**config.mk**
```make
export PLATFORM = sky130hd
export DESIGN_NAME = condlogic_it_flat
export DESIGN_NICKNAME = d
export VERILOG_FILES = /design/src/rtl/condlogic_it_if.sv /design/src/rtl/condlogic_it.sv /design/src/flat_wrapper.sv
export SDC_FILE = /design/constraint.sdc
export NUM_CORES = 1
export LEC_CHECK = 0
export ABC_AREA = 1
export ABC_CLOCK_PERIOD_IN_PS = 2200
export CAP_MARGIN = 20
export CORE_MARGIN = 3
export CORE_UTILIZATION = 41
export CTS_CLUSTER_SIZE = 30
export DETAILED_ROUTE_END_ITERATION = 8
export GPL_TIMING_DRIVEN = 0
export PLACE_DENSITY = 0.8
export SYNTH_ARGS = -nofsm -noshare
export SYNTH_HDL_FRONTEND = slang
export SYNTH_SLANG_ARGS = --single-unit
export TNS_END_PERCENT = 5
```
**constraint.sdc**
```tcl
create_clock -name clk -period 2.2 [get_ports clk]
set_clock_uncertainty 0.15 [all_clocks]
set_input_delay 0.44 -clock clk [delete_from_list [all_inputs] [get_ports clk]]
set_output_delay 0.44 -clock clk [all_outputs]
set_load 0.1 [all_outputs]
```
**src/rtl/condlogic_it_if.sv**
```systemverilog
// Decoder/datapath control bundle for condlogic_it.
// master: decoder side (drives controls, observes gated results)
// slave : the conditional-execution unit
interface condlogic_it_if #(
   parameter int NBANKS = 2,
   parameter int IT_MAX = 4
);
   localparam int BSEL_W = (NBANKS > 1) ? $clog2(NBANKS) : 1;
   localparam int CNT_W  = $clog2(IT_MAX + 1);

   // decoder controls
   logic              en;
   logic [3:0]        Cond;
   logic [3:0]        ALUFlags;
   logic [1:0]        FlagW;
   logic              PCS;
   logic              RegW;
   logic              MemW;
   logic              NoWrite;
   logic [BSEL_W-1:0] BankSel;
   logic              ITStart;
   logic [3:0]        ITCond;
   logic [CNT_W-1:0]  ITCount;
   logic [IT_MAX-1:0] ITPattern;

   // gated results
   logic              PCSrc;
   logic              RegWrite;
   logic              MemWrite;
   logic              CondEx;
   logic [3:0]        Flags;
   logic              ITActive;
   logic [CNT_W-1:0]  ITRemain;

   modport master (
      output en, Cond, ALUFlags, FlagW, PCS, RegW, MemW, NoWrite, BankSel,
             ITStart, ITCond, ITCount, ITPattern,
      input  PCSrc, RegWrite, MemWrite, CondEx, Flags, ITActive, ITRemain
   );

   modport slave (
      input  en, Cond, ALUFlags, FlagW, PCS, RegW, MemW, NoWrite, BankSel,
             ITStart, ITCond, ITCount, ITPattern,
      output PCSrc, RegWrite, MemWrite, CondEx, Flags, ITActive, ITRemain
   );
endinterface

```
**src/rtl/condlogic_it.sv**
```systemverilog
// condlogic_it: conditional-execution unit between decoder and datapath
// write enables. Banked NZCV flags, condition evaluation and an optional
// If-Then sequencer, built only when CONDLOGIC_IT_EN is defined; without
// it the IT inputs are ignored and ITActive/ITRemain read 0.
module condlogic_it #(
   parameter int         NBANKS     = 2,
   parameter int         IT_MAX     = 4,
   parameter logic [3:0] FLAG_RESET = 4'b0000
) (
   input logic           clk,
   input logic           reset,
   condlogic_it_if.slave bus
);
   localparam int CNT_W = $clog2(IT_MAX + 1);

   // condition field evaluated against {N,Z,C,V}
   function automatic logic cond_eval(input logic [3:0] c, input logic [3:0] f);
      logic n, z, cf, v, r;
      {n, z, cf, v} = f;
      r = 1'b1;
      case (c)
         4'h0:    r = z;
         4'h1:    r = ~z;
         4'h2:    r = cf;
         4'h3:    r = ~cf;
         4'h4:    r = n;
         4'h5:    r = ~n;
         4'h6:    r = v;
         4'h7:    r = ~v;
         4'h8:    r = cf & ~z;
         4'h9:    r = ~cf | z;
         4'hA:    r = (n == v);
         4'hB:    r = (n != v);
         4'hC:    r = ~z & (n == v);
         4'hD:    r = z | (n != v);
         default: r = 1'b1;
      endcase
      return r;
   endfunction

   logic [3:0] flags_r [NBANKS];
   logic [3:0] cur_flags_s;
   logic [3:0] eff_cond_s;
   logic       suppress_s;
   logic       cond_ex_s;
   logic       gate_s;
   logic       pcsrc_s;

   // Read mux for the addressed bank; unmapped bank numbers read as reset value
   always_comb begin
      cur_flags_s = FLAG_RESET;
      for (int b = 0; b < NBANKS; b++) begin
         cur_flags_s = (int'(bus.BankSel) == b) ? flags_r[b] : cur_flags_s;
      end
   end

   // Same-cycle gating; reset low forces every enable low
   always_comb begin
      cond_ex_s = reset & bus.en & cond_eval(eff_cond_s, cur_flags_s);
      gate_s    = cond_ex_s & ~suppress_s;
      pcsrc_s   = gate_s & bus.PCS;
   end

   assign bus.CondEx   = cond_ex_s;
   assign bus.PCSrc    = pcsrc_s;
   assign bus.RegWrite = gate_s & bus.RegW & ~bus.NoWrite;
   assign bus.MemWrite = gate_s & bus.MemW;
   assign bus.Flags    = cur_flags_s;

   // Banked flag storage: only a passing, unsuppressed instruction writes,
   // and out-of-range bank numbers match no bank so their writes vanish
   always_ff @(posedge clk or negedge reset) begin
      if (!reset) begin
         for (int b = 0; b < NBANKS; b++) begin
            flags_r[b] <= FLAG_RESET;
         end
      end else begin
         for (int b = 0; b < NBANKS; b++) begin
            if (gate_s && (int'(bus.BankSel) == b)) begin
               if (bus.FlagW[1]) begin
                  flags_r[b][3:2] <= bus.ALUFlags[3:2];
               end
               if (bus.FlagW[0]) begin
                  flags_r[b][1:0] <= bus.ALUFlags[1:0];
               end
            end
         end
      end
   end

`ifdef CONDLOGIC_IT_EN
   typedef enum logic {IT_IDLE = 1'b0, IT_ACTIVE = 1'b1} it_state_t;

   it_state_t         state_r, state_nx;
   logic [3:0]        itcond_r, itcond_nx;
   logic [IT_MAX-1:0] itpat_r, itpat_nx;
   logic [CNT_W-1:0]  remain_r, remain_nx;
   logic [CNT_W-1:0]  idx_r, idx_nx;
   logic              start_ok_s;
   logic              slot_then_s;

   // An IT instruction only counts when its length is in 1..IT_MAX
   assign start_ok_s = bus.en & bus.ITStart & (bus.ITCount != CNT_W'(0))
                       & (int'(bus.ITCount) <= IT_MAX);

   // Pattern bit of the current slot (loop avoids an over-wide index)
   always_comb begin
      slot_then_s = 1'b0;
      for (int i = 0; i < IT_MAX; i++) begin
         slot_then_s = (idx_r == CNT_W'(i)) ? itpat_r[i] : slot_then_s;
      end
   end

   // Inside a block the slot condition replaces Cond; the IT instruction
   // itself is still judged on its own Cond but cannot write anything
   always_comb begin
      if ((state_r == IT_ACTIVE) && !start_ok_s) begin
         eff_cond_s = slot_then_s ? itcond_r : (itcond_r ^ 4'b0001);
      end else begin
         eff_cond_s = bus.Cond;
      end
      suppress_s = start_ok_s;
   end

   // IT sequencer next state: start/abort, slot consumption, branch flush
   always_comb begin
      state_nx  = state_r;
      itcond_nx = itcond_r;
      itpat_nx  = itpat_r;
      remain_nx = remain_r;
      idx_nx    = idx_r;
      if (start_ok_s) begin
         state_nx  = IT_ACTIVE;
         itcond_nx = bus.ITCond;
         itpat_nx  = bus.ITPattern;
         remain_nx = bus.ITCount;
         idx_nx    = CNT_W'(0);
      end else begin
         case (state_r)
            IT_IDLE: begin
               state_nx = IT_IDLE;
            end
            IT_ACTIVE: begin
               if (!bus.en) begin
                  state_nx = IT_ACTIVE;
               end else if (pcsrc_s || (remain_r <= CNT_W'(1))) begin
                  state_nx  = IT_IDLE;
                  remain_nx = CNT_W'(0);
                  idx_nx    = CNT_W'(0);
               end else begin
                  remain_nx = remain_r - CNT_W'(1);
                  idx_nx    = idx_r + CNT_W'(1);
               end
            end
            default: begin
               state_nx  = IT_IDLE;
               remain_nx = CNT_W'(0);
               idx_nx    = CNT_W'(0);
            end
         endcase
      end
   end

   // IT sequencer state register
   always_ff @(posedge clk or negedge reset) begin
      if (!reset) begin
         state_r  <= IT_IDLE;
         itcond_r <= 4'b0000;
         itpat_r  <= {IT_MAX{1'b0}};
         remain_r <= CNT_W'(0);
         idx_r    <= CNT_W'(0);
      end else begin
         state_r  <= state_nx;
         itcond_r <= itcond_nx;
         itpat_r  <= itpat_nx;
         remain_r <= remain_nx;
         idx_r    <= idx_nx;
      end
   end

   assign bus.ITActive = (state_r == IT_ACTIVE);
   assign bus.ITRemain = remain_r;
`else
   logic unused_it_s;
   assign unused_it_s  = ^{bus.ITStart, bus.ITCond, bus.ITCount, bus.ITPattern};
   assign eff_cond_s   = bus.Cond;
   assign suppress_s   = 1'b0;
   assign bus.ITActive = 1'b0;
   assign bus.ITRemain = CNT_W'(0);
`endif
endmodule

```
**src/flat_wrapper.sv**
```systemverilog
// flat-port wrapper written by rule: the top's interface ports become plain ports
module condlogic_it_flat 
#(
   parameter int         NBANKS     = 2,
   parameter int         IT_MAX     = 4,
   parameter logic [3:0] FLAG_RESET = 4'b0000
)
  (clk, reset, bus_en, bus_Cond, bus_ALUFlags, bus_FlagW, bus_PCS, bus_RegW, bus_MemW, bus_NoWrite, bus_BankSel, bus_ITStart, bus_ITCond, bus_ITCount, bus_ITPattern, bus_PCSrc, bus_RegWrite, bus_MemWrite, bus_CondEx, bus_Flags, bus_ITActive, bus_ITRemain);
  condlogic_it_if #(.NBANKS(NBANKS), .IT_MAX(IT_MAX)) bus_i ();
  input logic clk;
  input logic reset;
  input wire logic [$bits(bus_i.en)-1:0] bus_en;
  input wire logic [$bits(bus_i.Cond)-1:0] bus_Cond;
  input wire logic [$bits(bus_i.ALUFlags)-1:0] bus_ALUFlags;
  input wire logic [$bits(bus_i.FlagW)-1:0] bus_FlagW;
  input wire logic [$bits(bus_i.PCS)-1:0] bus_PCS;
  input wire logic [$bits(bus_i.RegW)-1:0] bus_RegW;
  input wire logic [$bits(bus_i.MemW)-1:0] bus_MemW;
  input wire logic [$bits(bus_i.NoWrite)-1:0] bus_NoWrite;
  input wire logic [$bits(bus_i.BankSel)-1:0] bus_BankSel;
  input wire logic [$bits(bus_i.ITStart)-1:0] bus_ITStart;
  input wire logic [$bits(bus_i.ITCond)-1:0] bus_ITCond;
  input wire logic [$bits(bus_i.ITCount)-1:0] bus_ITCount;
  input wire logic [$bits(bus_i.ITPattern)-1:0] bus_ITPattern;
  output wire logic [$bits(bus_i.PCSrc)-1:0] bus_PCSrc;
  output wire logic [$bits(bus_i.RegWrite)-1:0] bus_RegWrite;
  output wire logic [$bits(bus_i.MemWrite)-1:0] bus_MemWrite;
  output wire logic [$bits(bus_i.CondEx)-1:0] bus_CondEx;
  output wire logic [$bits(bus_i.Flags)-1:0] bus_Flags;
  output wire logic [$bits(bus_i.ITActive)-1:0] bus_ITActive;
  output wire logic [$bits(bus_i.ITRemain)-1:0] bus_ITRemain;
  assign bus_i.en = bus_en;
  assign bus_i.Cond = bus_Cond;
  assign bus_i.ALUFlags = bus_ALUFlags;
  assign bus_i.FlagW = bus_FlagW;
  assign bus_i.PCS = bus_PCS;
  assign bus_i.RegW = bus_RegW;
  assign bus_i.MemW = bus_MemW;
  assign bus_i.NoWrite = bus_NoWrite;
  assign bus_i.BankSel = bus_BankSel;
  assign bus_i.ITStart = bus_ITStart;
  assign bus_i.ITCond = bus_ITCond;
  assign bus_i.ITCount = bus_ITCount;
  assign bus_i.ITPattern = bus_ITPattern;
  assign bus_PCSrc = bus_i.PCSrc;
  assign bus_RegWrite = bus_i.RegWrite;
  assign bus_MemWrite = bus_i.MemWrite;
  assign bus_CondEx = bus_i.CondEx;
  assign bus_Flags = bus_i.Flags;
  assign bus_ITActive = bus_i.ITActive;
  assign bus_ITRemain = bus_i.ITRemain;
  condlogic_it #(.NBANKS(NBANKS), .IT_MAX(IT_MAX), .FLAG_RESET(FLAG_RESET)) u_core (.clk(clk), .reset(reset), .bus(bus_i));
endmodule
```
==> impl_metrics.py <==
metrics = {
    "run_status": {
        "status": "complete, but fails checks",
        "violations": "negative setup slack",
    },
    "route": {
        "vias": 1075,
        "via_per_inst": 4.654,
        "drc_errors": 0,
        "wl_um": 2315,
        "wire_per_inst_um": 10.02,
        "final_antenna_net_count": 0,
        "drt_iter0_drc": 19,
        "first_pass_iters": 4,
    },
    "die": {
        "ios": 42,
        "die_h_um": 52.71,
        "die_area_um2": 2778,
        "die_w_um": 52.71,
        "initial_core_util_pct": 44.25,
        "core_area_um2": 2022,
        "num_rows": 16,
    },
    "worst_setup_path": {
        "endpoint_kind": "output port",
        "worstRegToRegCells": 14,
        "cp.arrival_ns": 1.85,
        "cp-start-kind": "input port",
        "path_max_fanout": 7,
        "r2r_setup_slack_ns": 0.34,
        "path_class": "input port to output port",
        "r2r-start": "u_core.flags_r[7]",
        "crit_required_ns": 1.61,
        "rr_endpoint": "u_core.flags_r[1]",
    },
    "power": {
        "ir_drop_v": 0.0005738,
        "total_power_w": 0.0009565,
        "power.leakage_nw": 0.7451,
        "powerDensity_nw_per_um2": 672.4,
    },
    "global_route": {
        "grt_use_total_pct": 19.23,
        "grt_remaining_overflow": 0,
        "grt_pass1_wl_um": 3988,
        "antenna_found_initial": 0,
        "first_global_vias": 993,
        "grt_start_max_net_pins": 11,
    },
    "synth": {
        "synth.distinct_cells": 16,
        "ys_ff_latch": 8,
        "netlist_instances": 163,
        "syn_avg_cell_area_um2": 5.488,
        "synth_area_um2": 894.6,
        "ys_warn_count": 0,
        "ys_seq_area_share_pct": 22.38,
    },
    "clock_network": {
        "cts_buffers": 3,
        "cts.clk_slew.worst_paths_ns": 0.05,
        "cts-htree-levels": 1,
        "cts-root-buf": "clkbuf_4",
        "clockBufferDepth": 2,
        "cts_tree": "yes",
        "clkSinkCount": 8,
        "insertion_delay_ns": 0.25,
    },
    "sta": {
        "tightest_slew_ns": 0.5440,
        "rsz0062_at_grt": "yes",
        "min_period_over_period_pct": 110.7,
        "relSlewSlack_pct": 63.90,
        "fmax_ghz": 0.4105,
        "hold-worst-slack_ns": 0.05858,
        "final-hold-violation-count": 0,
        "maxSlewViolCount": 0,
        "worst_slack_ns": -0.2358,
        "fin_tns_setup_ns": -0.7698,
        "min_period_ns": 2.436,
        "final-setup-viol-count": 4,
    },
    "layout": {
        "diodes": 0,
        "final_area_um2": 1423,
        "nets": 236,
        "max_flop_register": "u_core.flags_r",
        "top_regs": "u_core.flags_r (8)",
        "n_fill_cell": 174,
        "area_growth_pct": 59.02,
        "final_layout_size_suffix_gt1_share_pct": 35.78,
        "largest_reg_flops": 8,
    },
    "placement": {
        "place_area_um2": 1247,
        "place_congestion": 0.8179,
        "io_buffers": 25,
        "dp_hpwl_um": 1782,
    },
    "min_path": {
        "hold_path_class": "input port to async pin",
    },
    "run": {
        "maxCapViolations": 0,
    },
}
placed cells by master (no fill, tap or decap):
master           netlist  layout
nand2_1               64      54
nor2_1                25      19
inv_1                 24      15
buf_4                  4      15
nand2_2                8      13
nand4_1               12      12
clkdlybuf4s50_1        0      11
inv_2                  1       9
dfrtp_1                8       8
nand2_4                0       5
nor2_4                 0       5
nor2_2                 3       4
nand3_1                4       4
buf_12                 0       4
conb_1                 1       4
buf_2                  0       4
clkdlybuf4s15_2        0       4
clkbuf_4               0       3
buf_6                  3       2
o21ai_0                3       2
inv_6                  0       1
o21ai_4                0       1
nand3_2                1       1
o21ai_2                0       1
nor3_1                 1       1
dlygate4sd2_1          0       1
buf_8                  0       1
synth_stat cells:
cell type / n / share of area, %
nor2_2: 3 / 2.1
o21ai_0: 3 / 1.7
nand4_1: 12 / 8.4
inv_1: 24 / 10
nand3_2: 1 / 1.1
dfrtp_1: 8 / 22
inv_2: 1 / 0.42
nor3_1: 1 / 0.56
nand2_1: 64 / 27
o21ai_1: 1 / 0.56
nand3_1: 4 / 2.2
nand2_2: 8 / 5.6
buf_4: 4 / 3.4
buf_6: 3 / 3.8
conb_1: 1 / 0.42
nor2_1: 25 / 10
worst max-delay path by stage:
stage                           start            to  slack [ns]  cells after the start
floorplan                 bus_BankSel  bus_RegWrite       -0.70                     12
finish                    bus_BankSel  bus_RegWrite       -0.24                     16
detailed placement        bus_BankSel  bus_RegWrite       -1.84                     16
global placement          bus_BankSel  bus_RegWrite       -1.82                     16
CTS                 u_core.flags_r[6]  bus_RegWrite       -0.28                     15
global route        u_core.flags_r[4]  bus_RegWrite       -0.35                     13
where the power goes:
group          switching [W]  leakage (nW)  total, W  internal, W
Combinational       0.000420         0.630  0.000617     0.000197
Clock              0.0000472        0.0138  0.000109    0.0000622
Sequential         0.0000392         0.102  0.000231     0.000191
Total               0.000506         0.745  0.000957     0.000450
timing repair:
action,4_1_cts,5_1_grt
resized for setup,81,18
setup endpoints to repair,16,4
hold buffers,0,0
setup buffers,7,3
pin swaps,12,5
through the flow:
stage	util [%]	instances	setup slack [ns]
floorplan	-	166	-0.7049
global placement	61.70	218	-1.824
detailed placement	61.70	218	-1.843
CTS	67.64	228	-0.2774
global route	70.36	231	-0.3519
finish	70.36	231	-0.2358
final cells by class:
cell class / instances / area (um2) / share of cell area, %
Timing Repair Buffer: 35 / 341.6 / 24.01
Tap cell: 27 / 33.78 / 2.375
Multi-Input combinational cell: 126 / 653.1 / 45.91
Clock buffer: 3 / 22.52 / 1.583
Buffer: 7 / 72.57 / 5.101
Inverter: 25 / 98.84 / 6.948
Sequential cell: 8 / 200.2 / 14.07
per-layer routing:
layer	global-route usage [%]	vias to the layer above	share of wire, %	wire (um)
met3	1.140	4	5.0	116
met2	36.36	29	53	1231
li1	-	571	-	-
met4	10.21	0	2.2	51
met5	0	-	0	0
met1	20.93	471	40	916
logic make-up (layout without fill, tap and decap cells):
group / count (synthesis) / in the layout / synth area share (%)
and+or+nand+nor: 118 / 118 / 57.34
buffers and inverters: 32 / 70 / 17.62
DFF: 8 / 8 / 22.38
AOI/OAI and AO/OA: 4 / 4 / 2.237
other: 1 / 4 / 0.4192
critical path, cell delays in order:
cell,delay [ns]
buf_8,0.12
inv_6,0.06
buf_6,0.12
nand2_2,0.05
nand2_2,0.09
nand2_2,0.07
nand3_1,0.06
nand2_1,0.07
nor2_1,0.12
nand2_1,0.07
nor2_2,0.13
nor2_4,0.06
buf_12,0.12
nand2_4,0.05
nor2_4,0.04
buf_12,0.16
No activity file was read; power rests on OpenSTA's default activity.
